--- src/rtl/multicycle_ctrl_hs_if.sv ---
// Instruction/data bus handshake and datapath-control bundle between the
// multi-cycle RV32I controller (master) and the core datapath/bus side (slave).
interface multicycle_ctrl_hs_if;
    logic [31:0] instrCode;
    logic        instrReady;
    logic        dataReady;
    logic        trapClear;

    logic        instrReq;
    logic        irWe;
    logic        PCEn;
    logic        regFileWe;
    logic [3:0]  aluControl;
    logic        aluSrcMuxSel;
    logic [2:0]  LoadSizeMuxSel;
    logic        busRe;
    logic        busWe;
    logic [1:0]  StoreSizeMuxSel;
    logic [2:0]  RFWDSrcMuxSel;
    logic        branch;
    logic        jal;
    logic        jalr;
    logic        trap;
    logic [1:0]  trapCause;

    modport master (
        input  instrCode, instrReady, dataReady, trapClear,
        output instrReq, irWe, PCEn, regFileWe, aluControl, aluSrcMuxSel,
               LoadSizeMuxSel, busRe, busWe, StoreSizeMuxSel, RFWDSrcMuxSel,
               branch, jal, jalr, trap, trapCause
    );

    modport slave (
        output instrCode, instrReady, dataReady, trapClear,
        input  instrReq, irWe, PCEn, regFileWe, aluControl, aluSrcMuxSel,
               LoadSizeMuxSel, busRe, busWe, StoreSizeMuxSel, RFWDSrcMuxSel,
               branch, jal, jalr, trap, trapCause
    );
endinterface

--- src/rtl/multicycle_ctrl_hs.sv ---
// RV32I multi-cycle control FSM with ready-handshaked instruction/data bus
// wait states, a per-wait-state bus timeout and illegal-instruction trapping.
module multicycle_ctrl_hs #(
    parameter int unsigned BUS_TIMEOUT  = 15,
    parameter bit          ILLEGAL_TRAP = 1'b1
) (
    input logic                 clk,
    input logic                 reset,
    multicycle_ctrl_hs_if.master bus
);

    localparam int unsigned   CW       = (BUS_TIMEOUT > 0) ? $clog2(BUS_TIMEOUT + 1) : 1;
    localparam logic [CW-1:0] CNT_LAST = CW'((BUS_TIMEOUT > 0) ? BUS_TIMEOUT - 1 : 0);

    typedef enum logic [3:0] {
        FETCH, DECODE, R_EXE, I_EXE, B_EXE, LU_EXE, AU_EXE, J_EXE, JL_EXE,
        S_EXE, S_MEM, L_EXE, L_MEM, L_WB, TRAP
    } state_t;

    typedef enum logic [1:0] {
        CAUSE_NONE    = 2'b00,
        CAUSE_ILLEGAL = 2'b01,
        CAUSE_IBUS    = 2'b10,
        CAUSE_DBUS    = 2'b11
    } cause_t;

    typedef enum logic [6:0] {
        OP_LOAD   = 7'b0000011,
        OP_IMM    = 7'b0010011,
        OP_AUIPC  = 7'b0010111,
        OP_STORE  = 7'b0100011,
        OP_REG    = 7'b0110011,
        OP_LUI    = 7'b0110111,
        OP_BRANCH = 7'b1100011,
        OP_JALR   = 7'b1100111,
        OP_JAL    = 7'b1101111
    } opcode_t;

    state_t        state;
    state_t        state_next;
    state_t        decode_target;
    cause_t        cause;
    cause_t        cause_next;
    logic [CW-1:0] cnt;

    logic [6:0] opcode;
    logic [2:0] funct3;
    logic [3:0] operator;
    logic       illegal;
    logic       in_wait;
    logic       ready;
    logic       timeout_hit;

    assign opcode   = bus.instrCode[6:0];
    assign funct3   = bus.instrCode[14:12];
    assign operator = {bus.instrCode[30], funct3};

    always_comb begin
        decode_target = FETCH;
        illegal       = 1'b0;
        case (opcode)
            OP_REG:    decode_target = R_EXE;
            OP_IMM:    decode_target = I_EXE;
            OP_BRANCH: decode_target = B_EXE;
            OP_LUI:    decode_target = LU_EXE;
            OP_AUIPC:  decode_target = AU_EXE;
            OP_JAL:    decode_target = J_EXE;
            OP_JALR: begin
                decode_target = JL_EXE;
                illegal       = (funct3 != 3'b000);
            end
            OP_STORE: begin
                decode_target = S_EXE;
                illegal       = (funct3 > 3'b010);
            end
            OP_LOAD: begin
                decode_target = L_EXE;
                illegal       = (funct3 == 3'b011) || (funct3 == 3'b110) || (funct3 == 3'b111);
            end
            default:   illegal = 1'b1;
        endcase
    end

    // One shared counter serves all three wait states; any state change clears it.
    assign in_wait     = (state == FETCH) || (state == S_MEM) || (state == L_MEM);
    assign ready       = (state == FETCH) ? bus.instrReady : bus.dataReady;
    assign timeout_hit = (BUS_TIMEOUT != 0) && !ready && (cnt == CNT_LAST);

    always_comb begin
        state_next = state;
        cause_next = cause;
        case (state)
            FETCH: begin
                if (bus.instrReady) begin
                    state_next = DECODE;
                end else if (timeout_hit) begin
                    state_next = TRAP;
                    cause_next = CAUSE_IBUS;
                end
            end
            DECODE: begin
                if (!illegal) begin
                    state_next = decode_target;
                end else if (ILLEGAL_TRAP) begin
                    state_next = TRAP;
                    cause_next = CAUSE_ILLEGAL;
                end else begin
                    state_next = FETCH;
                end
            end
            R_EXE, I_EXE, B_EXE, LU_EXE, AU_EXE, J_EXE, JL_EXE, L_WB: state_next = FETCH;
            S_EXE: state_next = S_MEM;
            L_EXE: state_next = L_MEM;
            S_MEM: begin
                if (bus.dataReady) begin
                    state_next = FETCH;
                end else if (timeout_hit) begin
                    state_next = TRAP;
                    cause_next = CAUSE_DBUS;
                end
            end
            L_MEM: begin
                if (bus.dataReady) begin
                    state_next = L_WB;
                end else if (timeout_hit) begin
                    state_next = TRAP;
                    cause_next = CAUSE_DBUS;
                end
            end
            TRAP: begin
                if (bus.trapClear) begin
                    state_next = FETCH;
                    cause_next = CAUSE_NONE;
                end
            end
            default: state_next = FETCH;
        endcase
    end

    always_ff @(posedge clk or negedge reset) begin
        if (!reset) begin
            state <= FETCH;
            cause <= CAUSE_NONE;
            cnt   <= '0;
        end else begin
            state <= state_next;
            cause <= cause_next;
            if (state_next != state) begin
                cnt <= '0;
            end else if (in_wait && !ready) begin
                cnt <= cnt + CW'(1);
            end
        end
    end

    assign bus.trapCause = cause;

    // Outputs are decoded from state; reset forces the FETCH request pattern with irWe held off.
    always_comb begin
        bus.instrReq        = 1'b0;
        bus.irWe            = 1'b0;
        bus.PCEn            = 1'b0;
        bus.regFileWe       = 1'b0;
        bus.aluControl      = 4'b0000;
        bus.aluSrcMuxSel    = 1'b0;
        bus.LoadSizeMuxSel  = 3'b000;
        bus.busRe           = 1'b0;
        bus.busWe           = 1'b0;
        bus.StoreSizeMuxSel = 2'b00;
        bus.RFWDSrcMuxSel   = 3'b000;
        bus.branch          = 1'b0;
        bus.jal             = 1'b0;
        bus.jalr            = 1'b0;
        bus.trap            = 1'b0;
        if (!reset) begin
            bus.instrReq = 1'b1;
        end else begin
            case (state)
                FETCH: begin
                    bus.instrReq = 1'b1;
                    bus.irWe     = bus.instrReady;
                end
                DECODE: bus.PCEn = illegal && !ILLEGAL_TRAP;
                R_EXE: begin
                    bus.regFileWe  = 1'b1;
                    bus.aluControl = operator;
                    bus.PCEn       = 1'b1;
                end
                I_EXE: begin
                    bus.regFileWe    = 1'b1;
                    bus.aluSrcMuxSel = 1'b1;
                    bus.aluControl   = (funct3 == 3'b101) ? operator : {1'b0, funct3};
                    bus.PCEn         = 1'b1;
                end
                B_EXE: begin
                    bus.branch     = 1'b1;
                    bus.aluControl = operator;
                    bus.PCEn       = 1'b1;
                end
                LU_EXE: begin
                    bus.regFileWe     = 1'b1;
                    bus.RFWDSrcMuxSel = 3'b010;
                    bus.PCEn          = 1'b1;
                end
                AU_EXE: begin
                    bus.regFileWe     = 1'b1;
                    bus.RFWDSrcMuxSel = 3'b011;
                    bus.PCEn          = 1'b1;
                end
                J_EXE: begin
                    bus.regFileWe     = 1'b1;
                    bus.RFWDSrcMuxSel = 3'b100;
                    bus.jal           = 1'b1;
                    bus.PCEn          = 1'b1;
                end
                JL_EXE: begin
                    bus.regFileWe     = 1'b1;
                    bus.RFWDSrcMuxSel = 3'b100;
                    bus.jal           = 1'b1;
                    bus.jalr          = 1'b1;
                    bus.PCEn          = 1'b1;
                end
                S_EXE: bus.aluSrcMuxSel = 1'b1;
                S_MEM: begin
                    bus.aluSrcMuxSel    = 1'b1;
                    bus.busWe           = 1'b1;
                    bus.StoreSizeMuxSel = funct3[1:0];
                    bus.PCEn            = bus.dataReady;
                end
                L_EXE: begin
                    bus.aluSrcMuxSel  = 1'b1;
                    bus.RFWDSrcMuxSel = 3'b001;
                end
                L_MEM: begin
                    bus.aluSrcMuxSel  = 1'b1;
                    bus.RFWDSrcMuxSel = 3'b001;
                    bus.busRe         = 1'b1;
                end
                L_WB: begin
                    bus.regFileWe      = 1'b1;
                    bus.aluSrcMuxSel   = 1'b1;
                    bus.RFWDSrcMuxSel  = 3'b001;
                    bus.LoadSizeMuxSel = funct3;
                    bus.PCEn           = 1'b1;
                end
                TRAP: bus.trap = 1'b1;
                default: ;
            endcase
        end
    end

endmodule

--- src/flat_wrapper.sv ---
// flat-port wrapper written by rule: the top's interface ports become plain ports
module multicycle_ctrl_hs_flat 
#(
    parameter int unsigned BUS_TIMEOUT  = 15,
    parameter bit          ILLEGAL_TRAP = 1'b1
)
  (clk, reset, bus_instrCode, bus_instrReady, bus_dataReady, bus_trapClear, bus_instrReq, bus_irWe, bus_PCEn, bus_regFileWe, bus_aluControl, bus_aluSrcMuxSel, bus_LoadSizeMuxSel, bus_busRe, bus_busWe, bus_StoreSizeMuxSel, bus_RFWDSrcMuxSel, bus_branch, bus_jal, bus_jalr, bus_trap, bus_trapCause);
  multicycle_ctrl_hs_if bus_i ();
  input logic clk;
  input logic reset;
  input wire logic [$bits(bus_i.instrCode)-1:0] bus_instrCode;
  input wire logic [$bits(bus_i.instrReady)-1:0] bus_instrReady;
  input wire logic [$bits(bus_i.dataReady)-1:0] bus_dataReady;
  input wire logic [$bits(bus_i.trapClear)-1:0] bus_trapClear;
  output wire logic [$bits(bus_i.instrReq)-1:0] bus_instrReq;
  output wire logic [$bits(bus_i.irWe)-1:0] bus_irWe;
  output wire logic [$bits(bus_i.PCEn)-1:0] bus_PCEn;
  output wire logic [$bits(bus_i.regFileWe)-1:0] bus_regFileWe;
  output wire logic [$bits(bus_i.aluControl)-1:0] bus_aluControl;
  output wire logic [$bits(bus_i.aluSrcMuxSel)-1:0] bus_aluSrcMuxSel;
  output wire logic [$bits(bus_i.LoadSizeMuxSel)-1:0] bus_LoadSizeMuxSel;
  output wire logic [$bits(bus_i.busRe)-1:0] bus_busRe;
  output wire logic [$bits(bus_i.busWe)-1:0] bus_busWe;
  output wire logic [$bits(bus_i.StoreSizeMuxSel)-1:0] bus_StoreSizeMuxSel;
  output wire logic [$bits(bus_i.RFWDSrcMuxSel)-1:0] bus_RFWDSrcMuxSel;
  output wire logic [$bits(bus_i.branch)-1:0] bus_branch;
  output wire logic [$bits(bus_i.jal)-1:0] bus_jal;
  output wire logic [$bits(bus_i.jalr)-1:0] bus_jalr;
  output wire logic [$bits(bus_i.trap)-1:0] bus_trap;
  output wire logic [$bits(bus_i.trapCause)-1:0] bus_trapCause;
  assign bus_i.instrCode = bus_instrCode;
  assign bus_i.instrReady = bus_instrReady;
  assign bus_i.dataReady = bus_dataReady;
  assign bus_i.trapClear = bus_trapClear;
  assign bus_instrReq = bus_i.instrReq;
  assign bus_irWe = bus_i.irWe;
  assign bus_PCEn = bus_i.PCEn;
  assign bus_regFileWe = bus_i.regFileWe;
  assign bus_aluControl = bus_i.aluControl;
  assign bus_aluSrcMuxSel = bus_i.aluSrcMuxSel;
  assign bus_LoadSizeMuxSel = bus_i.LoadSizeMuxSel;
  assign bus_busRe = bus_i.busRe;
  assign bus_busWe = bus_i.busWe;
  assign bus_StoreSizeMuxSel = bus_i.StoreSizeMuxSel;
  assign bus_RFWDSrcMuxSel = bus_i.RFWDSrcMuxSel;
  assign bus_branch = bus_i.branch;
  assign bus_jal = bus_i.jal;
  assign bus_jalr = bus_i.jalr;
  assign bus_trap = bus_i.trap;
  assign bus_trapCause = bus_i.trapCause;
  multicycle_ctrl_hs #(.BUS_TIMEOUT(BUS_TIMEOUT), .ILLEGAL_TRAP(ILLEGAL_TRAP)) u_core (.clk(clk), .reset(reset), .bus(bus_i));
endmodule
--- config.mk ---
export PLATFORM = sky130hd
export DESIGN_NAME = multicycle_ctrl_hs_flat
export DESIGN_NICKNAME = d
export VERILOG_FILES = /design/src/rtl/multicycle_ctrl_hs_if.sv /design/src/rtl/multicycle_ctrl_hs.sv /design/src/flat_wrapper.sv
export SDC_FILE = /design/constraint.sdc
export NUM_CORES = 1
export LEC_CHECK = 0
export ABC_AREA = 1
export CAP_MARGIN = 20
export CORE_UTILIZATION = 37
export DETAILED_ROUTE_END_ITERATION = 8
export PLACE_DENSITY = 0.79
export SLEW_MARGIN = 20
export SYNTH_ARGS = -nofsm -noshare
export SYNTH_HDL_FRONTEND = slang
export SYNTH_SLANG_ARGS = --single-unit
--- constraint.sdc ---
create_clock -name clk -period 1.7 [get_ports clk]
set_input_delay 0.17 -clock clk [delete_from_list [all_inputs] [get_ports clk]]
set_output_delay 0.17 -clock clk [all_outputs]
set_load 0.01 [all_outputs]
# [Yosys cells after proc, flatten, opt, wreduce, memory -nomap -nowiden]
# Cells that the tools add are included.
[classes] addsub=1 mul=0 n_div=0 magnitude_cmp=1 eq_ne=35 shift=0 n_mux=50 bitwise=0 reduce_logical=20
[op_table] operator="4-bit 2-to-1 mux" n=10
[op_table] operator="4-bit case mux with 9 select lines" n=1
[op_table] operator="4-bit equality test, second input constant" n=8
[op_table] operator="4-bit case mux with 7 select lines" n=1
[op_table] operator="1-bit 2-to-1 mux" n=22
[op_table] operator="7-bit by 6-bit equality test with 1-bit output, second input constant" n=3
[op_table] operator="7-bit equality test, second input constant" n=3
[op_table] operator="4-bit by 3-bit equality test with 1-bit output, second input constant" n=4
[op_table] operator="2-bit 2-to-1 mux" n=8
[op_table] operator="7-bit by 5-bit equality test with 1-bit output, second input constant" n=2
[op_table] operator="3-bit case mux with 4 select lines" n=1
[op_table] operator="6-bit OR reduction" n=2
[op_table] operator="3-bit equality test, second input constant" n=3
[op_table] operator="3-bit 2-to-1 mux" n=3
[op_table] operator="4-bit by 2-bit equality test with 1-bit output, second input constant" n=2
[op_table] operator="2-bit case mux with 4 select lines" n=1
[op_table] operator="4-bit case mux with 2 select lines" n=1
[op_table] operator="8-bit OR reduction" n=1
[op_table] operator="7-bit by 2-bit equality test with 1-bit output, second input constant" n=1
[op_table] operator="7-bit AND reduction" n=1
[op_table] operator="7-bit OR reduction" n=1
[op_table] operator="2-bit by 1-bit != test with 1-bit output, second input constant" n=3
[op_table] operator="2-bit != test, second input constant" n=3
[op_table] operator="2-bit OR reduction" n=3
[op_table] operator="other kinds (15)" n=19
[totals] regBits=10 latchBits=0 ramBits=0 rom_bits=0 input_bits=37 output_inout_bits=25 elab_cells=110 mem_count=0

# [Depth between registers and ports, before layout]
[depth] depth_word=9 ltp_mapped=14 mapped_depth_nobuf=13

# [Least setup slack after synthesis]
# Ideal clock, no wire load.
[synth_timing] path_kind="register to register" start="reg u_core.state[3]" end="reg u_core.cnt[1]" setup_time_ns=0.080 arrival_ns=1.526 required_time_ns=1.620 setup_slack_ns=0.094 stages_incl_launch_ff=12 path_buffers=1 period_less_slack_ns=1.606 cell_sequence="dfrtp_1 buf_2 nor2_4 nand2_2 or2_4 nand2_2 nand2_1 nand3_2 nand2_1 nand2_1 nand2_4 nor3_2"
[synth_between] elab_chain_len=9 word_cells_on_any_way=22 cone_classes="eq/ne: 7; mux: 8; reduce/logical: 7"
[synth_lines] item="start: declaration" line_no="multicycle_ctrl_hs.sv:39" text="state_t state;"
[synth_lines] item="start signal: assignment" line_no="multicycle_ctrl_hs.sv:146" text="state <= state_next;"
[synth_lines] item="4-bit logical NOT" line_no="multicycle_ctrl_hs.sv:86, multicycle_ctrl_hs.sv:92"
[synth_lines] item="1-bit 2-to-1 mux" line_no="multicycle_ctrl_hs.sv:86" text="assign ready = (state == FETCH) ? bus.instrReady : bus.dataReady;"
[synth_lines] item="1-bit logical NOT" line_no="multicycle_ctrl_hs.sv:87" text="assign timeout_hit = (BUS_TIMEOUT != 0) && !ready && (cnt == CNT_LAST);"
[synth_lines] item="1-bit logical AND" line_no="multicycle_ctrl_hs.sv:87"
[synth_lines] item="4-bit 2-to-1 mux" line_no="multicycle_ctrl_hs.sv:96, multicycle_ctrl_hs.sv:117, multicycle_ctrl_hs.sv:125"
[synth_lines] item="4-bit 2-to-1 mux, on equally long branches" line_no="multicycle_ctrl_hs.sv:123, multicycle_ctrl_hs.sv:94, multicycle_ctrl_hs.sv:115"
[synth_lines] item="4-bit case mux with 7 select lines *" line_no="multicycle_ctrl_hs.sv:92" text="case (state)"
[synth_lines] item="named net u_core.state_next[3]" line_no="multicycle_ctrl_hs.sv:40" text="state_t state_next;"
[synth_lines] item="4-bit != test *" line_no="multicycle_ctrl_hs.sv:148" text="if (state_next != state) begin"
[synth_lines] item="4-bit 2-to-1 mux or 2-bit nonzero test (tied branches)"
[synth_lines] item="end signal: assignment" line_no="multicycle_ctrl_hs.sv:151" text="cnt <= cnt + CW'(1);"
[synth_lines] item="end: declaration" line_no="multicycle_ctrl_hs.sv:44" text="logic [CW-1:0] cnt;"
# Mark *: on every way through the listed nets, which the timed path passes. The rest lies on a longest branch.
# A chain may end at the register's enable or synchronous reset.

# [Worst setup path after layout]
[layout_timing] start="reg u_core.state[2]" end="reg u_core.cnt[3]"
# Same word-level chain as after synthesis.

==> results.sh <==
export IMPL_portBuffers=40
export IMPL_ys_warnings_count=0
export IMPL_holdBufCountCts=0
export IMPL_crit_arrival_ps=2140
export IMPL_dp_hpwl_mm=3.25
export IMPL_clockBufferDepth=2
export IMPL_gr_total_overflow=0
export IMPL_holdWs_ps=251
export IMPL_syn_area_per_cell_um2=5.86
export IMPL_grt_pass1_vias=1881
export IMPL_clk_pin_slew_ps=70
export IMPL_maxCapViolations=0
export IMPL_synthMuxAreaShare_pct=0
export IMPL_r2r_end="u_core.cnt[3]$_DFFE_PN0P_"
export IMPL_post_route_min_period_ps=1960
export IMPL_critPathCaptureType="flop"
export IMPL_drv_slew=0
export IMPL_hp_class="input pin to asynchronous set/reset pin"
export IMPL_hold_viol=0
export IMPL_die_height_um=60.8
export IMPL_fin_util_pct=79.7
export IMPL_core_area_um2=3150
export IMPL_synth_nets=257
export IMPL_placed_cells_incl_taps=347
export IMPL_cts_sinks=10
export IMPL_skew_ps=8.24
export IMPL_synth_compound_area_share_pct=11.9
export IMPL_fmax_ghz=0.511
export IMPL_leakagePower_nw=1.30
export IMPL_setup_viol_count_final=25
export IMPL_global_route_usage_total_pct=29.2
export IMPL_start_kind="flop"
export IMPL_netlist_instances=218
export IMPL_clk_latency_ps=270
export IMPL_power_density_nw_per_um2=1250
export IMPL_vias=2118
export IMPL_yosys_area_share_simple_pct=54.2
export IMPL_ys_seq_elements=10
export IMPL_tritoncts="done"
export IMPL_synth_distinct_cells=30
export IMPL_drtIter0Drc=231
export IMPL_r2r_slack_ps=-260
export IMPL_required_ps=1880
export IMPL_status="finished, violations left"
export IMPL_drive_above_1_share_pct=52.1
export IMPL_r2r_start="u_core.state[2]$_DFF_PN0_"
export IMPL_routedWlPerCell_um=17.9
export IMPL_die_x_um=60.8
export IMPL_grt_antenna_before_repair=0
export IMPL_postRouteAntennaNets=0
export IMPL_r2r_cells=15
export IMPL_max_slew_worst_pin_slew_ps=370
export IMPL_place_congestion=0.926
export IMPL_grt_pass1_wl_mm=8.05
export IMPL_post_dp_cell_area_um2=2080
export IMPL_fin_setup_tns_ps=-2890
export IMPL_grt_max_degree=12
export IMPL_final_area_um2=2510
export IMPL_rows=20
export IMPL_initial_core_util_pct=40.5
export IMPL_maxSlewHeadroom_pct=75.3
export IMPL_first_pass_iters=5
export IMPL_finalNonFillerCells=374
export IMPL_syn_area_um2=1280
export IMPL_synthXorXnorAreaFrac_pct=2.06
export IMPL_grt_setup_unrepaired="yes"
export IMPL_synth_adder_area_share_pct=1.96
export IMPL_cts_buffers=3
export IMPL_irDropWorstVdd_mv=0.841
export IMPL_ios=62
export IMPL_synth_top_family_by_area="simple AND/OR/NAND/NOR gates"
export IMPL_wirelength_mm=6.68
export IMPL_drc=0
export IMPL_fp_dieArea_um2=3690
export IMPL_violations="negative setup slack"
export IMPL_vias_per_cell=5.66
export IMPL_htree_levels=1
export IMPL_clockRootBuffer="clkbuf_4"
export IMPL_worstSetupPathType="flop to flop"
export IMPL_cp_max_fo=5
export IMPL_nets=370
export IMPL_fin_crit_sh_pct=115
export IMPL_ys_seq_area_share_pct=19.6
export IMPL_insertedDiodeCount=0
export IMPL_fin_ws_ps=-255
export IMPL_area_growth_pct=96.8
## metrics by stage
stage / setup WS [ps] / power, mW
6_report: -255 / 3.13
5_1_grt: -469 / 3.30
4_1_cts: -145 / 2.54
3_5_place_dp: -306 / 2.01
3_3_place_gp: -246 / 1.97
2_1_floorplan: 93.9 / 1.23
## worst max-delay path: stages (launching register included)
cell     delay [ps]
dfrtp_2         450
buf_6           140
nor2_4          100
buf_6           150
nand2_8          70
nand2_4          60
o21ai_4          70
nand2_2         110
nand2_1          50
nand2_1          50
nand2_1          70
inv_2           100
nand2_2          80
nand2_2          90
nand3_4          90
nor3_2          180
## flip-flops by register name, summed over array words and instances, names as in the netlist
| name | flops |
|---|---|
| u_core.state | 4 |
| u_core.bus.trapCause | 2 |
| u_core.cnt | 4 |
## power by group
group / switching, mW / internal, mW / leakage [nW]
logic: 1.37 / 1.13 / 1.15
registers: 0.104 / 0.307 / 0.130
clock network: 0.0880 / 0.130 / 0.0210
## repair_timing
item | CTS | global route
pin swaps | 15 | 26
setup buffers | 11 | 12
gates resized for setup | 106 | 68
endpoints found under the setup margin | 28 | 32
## area by class of cell
class                   instances  area [µm²]
multi-input cells             173        1130
inverters                      32         130
repair buffers                111         906
clock buffers                   4        36.3
well taps                      44        55.1
fillers                       174         639
flip-flops and latches         10         255
## per-layer routing
metal	up-vias	routed length [µm]	global-route usage, %
met4	0	425	17.5
met1	949	2400	30.0
li1	924	-	-
met5	-	0	0
met3	56	620	6.82
met2	189	3230	53.7
## cells in the mapped netlist
cell	count	share of area, %
a211oi_1	1	0.59
a21oi_1	9	3.5
a21oi_2	1	0.69
a221oi_1	1	0.69
a31oi_1	2	0.98
and3_1	1	0.49
buf_2	1	0.39
clkbuf_1	2	0.59
dfrtp_1	10	20
ha_1	2	2.0
inv_1	28	8.2
inv_2	4	1.2
nand2_1	48	14
nand2_2	7	3.4
nand2_4	1	0.88
nand3_1	22	8.6
nand3_2	2	1.6
nand4_1	5	2.4
nor2_1	39	11
nor2_2	2	0.98
nor2_4	4	3.5
nor3_1	6	2.4
nor3_2	4	3.1
o21a_1	1	0.59
o21ai_0	8	3.1
o21ai_1	1	0.39
o21ai_4	1	1.3
or2_1	1	0.49
or2_4	1	0.69
xor2_1	3	2.1
## cells by family after synthesis
logic type	after synthesis
buffers and inverters	35
AND/OR/NAND/NOR	143
adder cells (fa/ha/maj)	2
AO/OA/AOI/OAI	25
XOR/XNOR	3
flip-flops	10
## how the worst max path moves through the flow
stage	end	from	cells past startpoint
after floorplan	u_core.cnt[1]$_DFFE_PN0P_	u_core.state[3]$_DFF_PN0_	11
final	u_core.cnt[3]$_DFFE_PN0P_	u_core.state[2]$_DFF_PN0_	15
after global placement	bus_aluControl[1]	u_core.state[3]$_DFF_PN0_	8
after CTS	u_core.cnt[3]$_DFFE_PN0P_	u_core.state[3]$_DFF_PN0_	12
after detailed placement	bus_aluControl[1]	u_core.state[3]$_DFF_PN0_	8
after global routing	bus_PCEn	u_core.state[3]$_DFF_PN0_	7
## layout by cell type (no fill, tap or decap), drive strengths merged, types with 3 or more instances in the layout
| master | n |
|---|---|
| xor2 | 3 |
| nand4 | 5 |
| buf | 85 |
| o21ai | 10 |
| inv | 32 |
| dfrtp | 10 |
| clkdlybuf4s50 | 15 |
| nand2 | 56 |
| a21oi | 10 |
| nor3 | 10 |
| nand3 | 24 |
| nor2 | 45 |
| clkbuf | 10 |
Note: power is estimated with default switching activity, not from simulation.
